<file path="src/rtl/rs232_rx_frame_ctrl_if.sv">
// rs232_rx_frame_ctrl_if: byte-receiver handshake and replay stream of the frame controller.
// master is the controller's view; slave is the receiver/downstream view.
interface rs232_rx_frame_ctrl_if;
    logic [7:0] rx_data;
    logic       flag_rxne;
    logic       read_done;
    logic [7:0] out_addr;
    logic [7:0] out_len;
    logic [7:0] out_data;
    logic       out_valid;
    logic       out_ready;
    logic       out_last;
    logic       frame_done;
    logic       frame_err;
    logic [1:0] err_code;
    logic       busy;
    modport master (
        input  rx_data, flag_rxne, out_ready,
        output read_done, out_addr, out_len, out_data, out_valid, out_last,
               frame_done, frame_err, err_code, busy
    );
    modport slave (
        output rx_data, flag_rxne, out_ready,
        input  read_done, out_addr, out_len, out_data, out_valid, out_last,
               frame_done, frame_err, err_code, busy
    );
endinterface

</file>
<file path="src/rtl/rs232_rx_frame_ctrl.sv">
// rs232_rx_frame_ctrl: drains rs232_rx bytes, parses header/addr/len/payload/checksum frames
// and replays checksum-clean payloads on a valid/ready stream.
module rs232_rx_frame_ctrl #(
    parameter int         MAX_LEN      = 16,
    parameter logic [7:0] HEADER       = 8'hA5,
    parameter int         TIMEOUT_CLKS = 57288
) (
    input logic                   sys_clk,
    input logic                   sys_rst_n,
    rs232_rx_frame_ctrl_if.master bus
);
    localparam int AW = MAX_LEN > 1 ? $clog2(MAX_LEN) : 1;
    localparam int TW = $clog2(TIMEOUT_CLKS);
    localparam logic [7:0] ML = 8'(MAX_LEN);
    localparam logic [TW-1:0] TMAX = TW'(TIMEOUT_CLKS - 1);
    typedef enum logic [2:0] {HUNT, GET_ADDR, GET_LEN, GET_DATA, GET_CSUM, REPLAY} state_t;
    state_t st, nxt;
    logic ack_wait, accept, in_rx, tmo, bad_len, last_idx, fire, len_err, csum_err;
    logic [7:0] idx, csum;
    logic [TW-1:0] tcnt;
    logic [7:0] mem [MAX_LEN];
    assign accept   = bus.flag_rxne && !ack_wait && st != REPLAY;
    assign in_rx    = st inside {GET_ADDR, GET_LEN, GET_DATA, GET_CSUM};
    assign tmo      = in_rx && !accept && tcnt == TMAX;
    assign bad_len  = bus.rx_data == 8'd0 || bus.rx_data > ML;
    assign last_idx = idx == bus.out_len - 8'd1;
    assign fire     = st == REPLAY && bus.out_ready;
    assign len_err  = accept && st == GET_LEN && bad_len;
    assign csum_err = accept && st == GET_CSUM && bus.rx_data != csum;
    always_ff @(posedge sys_clk or negedge sys_rst_n) begin
        if (!sys_rst_n) st <= HUNT;
        else st <= nxt;
    end
    // An accepted byte always beats a timeout expiring on the same edge.
    always_comb begin
        nxt = st;
        case (st)
            HUNT:     nxt = accept && bus.rx_data == HEADER ? GET_ADDR : HUNT;
            GET_ADDR: nxt = accept ? GET_LEN : tmo ? HUNT : st;
            GET_LEN:  nxt = accept ? (bad_len ? HUNT : GET_DATA) : tmo ? HUNT : st;
            GET_DATA: nxt = accept && last_idx ? GET_CSUM : tmo ? HUNT : st;
            GET_CSUM: nxt = accept ? (csum_err ? HUNT : REPLAY) : tmo ? HUNT : st;
            REPLAY:   nxt = fire && last_idx ? HUNT : st;
            default:  nxt = HUNT;
        endcase
    end
    always_comb begin
        bus.busy      = st != HUNT;
        bus.out_valid = st == REPLAY;
        bus.out_last  = st == REPLAY && last_idx;
        bus.out_data  = st == REPLAY ? mem[idx[AW-1:0]] : 8'd0;
    end
    always_ff @(posedge sys_clk or negedge sys_rst_n) begin
        if (!sys_rst_n) begin
            bus.read_done  <= 1'b1;
            bus.out_addr   <= 8'd0;
            bus.out_len    <= 8'd0;
            bus.frame_done <= 1'b0;
            bus.frame_err  <= 1'b0;
            bus.err_code   <= 2'd0;
            ack_wait       <= 1'b0;
            tcnt           <= '0;
            idx            <= 8'd0;
            csum           <= 8'd0;
        end else begin
            bus.read_done  <= !accept;
            ack_wait       <= accept || (ack_wait && bus.flag_rxne);
            tcnt           <= in_rx && !accept ? tcnt + TW'(1) : '0;
            bus.frame_done <= fire && last_idx;
            bus.frame_err  <= len_err || csum_err || tmo;
            if (len_err || csum_err || tmo) bus.err_code <= tmo ? 2'd3 : len_err ? 2'd2 : 2'd1;
            if (accept) csum <= st == HUNT ? 8'd0 : csum + bus.rx_data;
            if (accept && st == GET_ADDR) bus.out_addr <= bus.rx_data;
            if (accept && st == GET_LEN && !bad_len) bus.out_len <= bus.rx_data;
            if (accept && (st == GET_LEN || st == GET_CSUM)) idx <= 8'd0;
            else if ((accept && st == GET_DATA) || fire) idx <= idx + 8'd1;
        end
    end
    // Payload storage needs no reset; it is only read after being written in GET_DATA.
    always_ff @(posedge sys_clk) begin
        if (accept && st == GET_DATA) mem[idx[AW-1:0]] <= bus.rx_data;
    end
endmodule

</file>
<file path="src/flat_wrapper.sv">
// flat-port wrapper written by rule: the top's interface ports become plain ports
module rs232_rx_frame_ctrl_flat 
#(
    parameter int         MAX_LEN      = 16,
    parameter logic [7:0] HEADER       = 8'hA5,
    parameter int         TIMEOUT_CLKS = 57288
)
  (sys_clk, sys_rst_n, bus_rx_data, bus_flag_rxne, bus_out_ready, bus_read_done, bus_out_addr, bus_out_len, bus_out_data, bus_out_valid, bus_out_last, bus_frame_done, bus_frame_err, bus_err_code, bus_busy);
  rs232_rx_frame_ctrl_if bus_i ();
  input logic sys_clk;
  input logic sys_rst_n;
  input wire logic [$bits(bus_i.rx_data)-1:0] bus_rx_data;
  input wire logic [$bits(bus_i.flag_rxne)-1:0] bus_flag_rxne;
  input wire logic [$bits(bus_i.out_ready)-1:0] bus_out_ready;
  output wire logic [$bits(bus_i.read_done)-1:0] bus_read_done;
  output wire logic [$bits(bus_i.out_addr)-1:0] bus_out_addr;
  output wire logic [$bits(bus_i.out_len)-1:0] bus_out_len;
  output wire logic [$bits(bus_i.out_data)-1:0] bus_out_data;
  output wire logic [$bits(bus_i.out_valid)-1:0] bus_out_valid;
  output wire logic [$bits(bus_i.out_last)-1:0] bus_out_last;
  output wire logic [$bits(bus_i.frame_done)-1:0] bus_frame_done;
  output wire logic [$bits(bus_i.frame_err)-1:0] bus_frame_err;
  output wire logic [$bits(bus_i.err_code)-1:0] bus_err_code;
  output wire logic [$bits(bus_i.busy)-1:0] bus_busy;
  assign bus_i.rx_data = bus_rx_data;
  assign bus_i.flag_rxne = bus_flag_rxne;
  assign bus_i.out_ready = bus_out_ready;
  assign bus_read_done = bus_i.read_done;
  assign bus_out_addr = bus_i.out_addr;
  assign bus_out_len = bus_i.out_len;
  assign bus_out_data = bus_i.out_data;
  assign bus_out_valid = bus_i.out_valid;
  assign bus_out_last = bus_i.out_last;
  assign bus_frame_done = bus_i.frame_done;
  assign bus_frame_err = bus_i.frame_err;
  assign bus_err_code = bus_i.err_code;
  assign bus_busy = bus_i.busy;
  rs232_rx_frame_ctrl #(.MAX_LEN(MAX_LEN), .HEADER(HEADER), .TIMEOUT_CLKS(TIMEOUT_CLKS)) u_core (.sys_clk(sys_clk), .sys_rst_n(sys_rst_n), .bus(bus_i));
endmodule
</file>
<file path="config.mk">
export PLATFORM = sky130hd
export DESIGN_NAME = rs232_rx_frame_ctrl_flat
export DESIGN_NICKNAME = d
export VERILOG_FILES = /design/src/rtl/rs232_rx_frame_ctrl_if.sv /design/src/rtl/rs232_rx_frame_ctrl.sv /design/src/flat_wrapper.sv
export SDC_FILE = /design/constraint.sdc
export NUM_CORES = 1
export LEC_CHECK = 0
export CORE_ASPECT_RATIO = 0.7
export CORE_UTILIZATION = 40
export CTS_CLUSTER_DIAMETER = 50
export CTS_CLUSTER_SIZE = 16
export DETAILED_ROUTE_END_ITERATION = 16
export MAX_ROUTING_LAYER = met4
export PLACE_DENSITY = 0.54
export SLEW_MARGIN = 20
export SYNTH_ARGS = -nofsm -noshare
export SYNTH_HDL_FRONTEND = slang
export SYNTH_SLANG_ARGS = --single-unit
</file>
<file path="constraint.sdc">
create_clock -name sys_clk -period 6.9 [get_ports sys_clk]
set_input_delay 0.69 -clock sys_clk [delete_from_list [all_inputs] [get_ports sys_clk]]
set_output_delay 0.69 -clock sys_clk [all_outputs]
set_load 0.05 [all_outputs]
</file>
==> reports/metrics.cfg <==
[run]
drv_cap = 0

[critical_path]
cp_max_fo = 20
critical_path_depth = 5
crit_buf_inv = 2
crit_top_cell = mux4_2
crit_family = buffers and inverters
cp_data_arrival_time_ns = 3.63
crit_path_start_kind = flop
r2r_cells = 4
cpPeakStageDelay_ns = 0.77
crit_chain = buf_4 > mux4_2 > mux4_2 > and2_1 > clkdlybuf4s50_1
crit_type = flop to output pin
critPathSlowestCell = dfrtp_2
critPathCaptureType = output pin
cp.required_ns = 6.21

[cts]
postCtsHoldBufs = 0
postCtsSetupBuffers = 0
post_cts_resized = 0
cts_root_buf = clkbuf_16
cts_max_level = 4
cts_buffers = 17
cts_tree = done
insertion_delay_ns = 0.43
clock-sinks = 185
clk_pin_slew_worst_paths_ns = 0.07
clockBufferDepth = 2

[logic_synthesis]
synth_area_leaders = edfxtp_1 (48%), dfrtp_1 (17%), mux4_2 (11%)
yosysSeqAreaShare_pct = 65.2
synthCells = 523
synthArstFlopShare_pct = 30.8
synth_fp_nets = 549
yosysMostFrequentCell = edfxtp_1
synth-seq-cells = 185
yosys.area.top_type = edfxtp_1
yosysWarningCount = 0
ys.flop_type = edfxtp_1
synth.avg_cell_area_um2 = 15.4
synth_cell_types = 53
ys_top_cells_by_count = edfxtp_1 (128), dfrtp_1 (56), nor2_1 (46), mux4_2 (40), nand2_1 (29)
synth_area_um2 = 8080
synth-edff-count = 128
synth_top_cell_area_share_pct = 47.6

[sta]
hold_ws_ns = 0.393
rsz0062_at_grt = no
finalSetupViolations = 0
slew-limit-headroom_pct = 25.3
setup_slack_ns = 2.58
hold_violations = 0
period_minus_slack_ns = 4.32
period_share_pct = 62.6
fin_skew_ns = 0.00773
setup_tns_ns = 0
slew_violations = 0
tightest_slew_ns = 1.12
fmax_mhz = 232

[detailed_routing]
dr.pass1.iters = 5
wire_per_inst_um = 20.6
vias = 4561
route.antenna.remaining_nets = 0
drc = 0
drt_wl_total_um = 17600
drtIter0Drc = 441
viasPerCell = 5.33

[worst_hold_path]
hold_path_class = input port to async pin

[grt]
grt.total_usage_pct = 18.9
grt_start_max_net_pins = 58
antenna_found_initial = 0
grt_pass1_vias = 4561
grt_first_pass_wirelength_um = 27100
grt_overflow = 0

[die]
coreArea_um2 = 19800
fp.dieArea_um2 = 20800
start_util_pct = 40.8
chipHeight_um = 121
io_pins = 44
rows = 43
die_w_um = 172

[power]
clockPowerShare_pct = 41.8
p_sw_uw = 517
powerDensity_nw_per_um2 = 237
switching_share_pct = 23.2
p_leak_uw = 0.00337
ir_drop_mv = 0.136
p_comb_share_pct = 4.3
p_seq_share_pct = 53.9
p_int_uw = 1710

[finish]
fillCellCount = 1733
diodes = 0
seq_area_um2 = 5270
drive_above_1_share_pct = 18.8
multi_input_comb_area_um2 = 2700
finalNetCount = 599
syn_to_final_growth_pct = 16.4

[place]
pre_cts_slack_ns = 2.98
gp_congestion = 0.799
hpwl_um = 11800
io_buffers = 43

[run_status]
status = complete, no violations

stage by stage:
step / cells / util (%) / power (uW) / cell area, um^2
2_1_floorplan: 523 / - / 1280 / 8080
3_3_place_gp: 824 / 44.6 / 1320 / 8830
3_5_place_dp: 824 / 44.6 / 1320 / 8830
4_1_cts: 856 / 47.5 / 2240 / 9400
5_1_grt: 856 / 47.5 / 2300 / 9400
6_report: 856 / 47.5 / 2230 / 9400
placed cells by master (no fill, tap or decap), types with 13 or more instances in the layout:
cell / count
clkbuf_16: 17
xor2_1: 21
dfrtp_1: 55
xnor2_1: 13
nor2_1: 44
clkdlybuf4s50_1: 42
nand2_1: 29
ha_1: 13
mux2_2: 13
edfxtp_1: 128
and2_1: 14
mux4_2: 40
cell type report:
cell class              count  area share (%)
clock inverters            15            1.49
well taps                 270            3.59
repair buffers             51            5.16
clock buffers              17            4.52
flip-flops and latches    185            56.1
inverters                  11           0.439
multi-input cells         307            28.7
cells by family after synthesis:
| logic type | synth area share [%] |
|---|---|
| adders and majority gates | 2.26 |
| and+or+nand+nor | 10.3 |
| AOI/OAI and AO/OA | 3.87 |
| muxes | 13.0 |
| buffers and inverters | 1.67 |
| xor gates and xnor gates | 3.69 |
| DFF | 65.2 |
registers in the layout (all words and copies together) (netlist names):
name	cells
u_core.bus.frame_err	1
u_core.idx	8
u_core.csum	8
u_core.ack_wait	1
u_core.st	3
u_core.bus.out_len	8
u_core.bus.read_done	1
u_core.tcnt	16
u_core.mem	128
u_core.bus.out_addr	8
u_core.bus.err_code	2
u_core.bus.frame_done	1
path summary, 6_finish.rpt:
path | from | end | slack (ns)
min reg2reg | u_core.csum[0]$_DFFE_PN0P_ | u_core.csum[0]$_DFFE_PN0P_ | 0.49
max in group asynchronous | sys_rst_n | u_core.idx[0]$_DFFE_PN0P_ | 5.97
max reg2reg | u_core.idx[0]$_DFFE_PN0P_ | u_core.mem[15][6]$_DFFE_PP_ | 4.02
max | u_core.idx[0]$_DFFE_PN0P_ | bus_out_data[7] | 2.58
min in group sys_clk | u_core.csum[0]$_DFFE_PN0P_ | u_core.csum[0]$_DFFE_PN0P_ | 0.49
min | sys_rst_n | u_core.bus.out_len[1]$_DFFE_PN0P_ | 0.39
layer usage:
| layer | wire [um] | global-route usage, % |
|---|---|---|
| met1 | 8880 | 28.7 |
| met2 | 7790 | 25.6 |
| met3 | 789 | 3.88 |
| met4 | 156 | 5.37 |
| met5 | 0 | - |
power groups by stage:
stage               Sequential [uW]  Combinational, uW  Clock (uW)
finish                         1200               96.2         930
global route                   1200                105         995
CTS                            1200               97.9         945
detailed placement             1220               97.5           0
global placement               1220               95.9           0
floorplan                      1230               48.1           0
No activity file was read; power rests on OpenSTA's default activity.
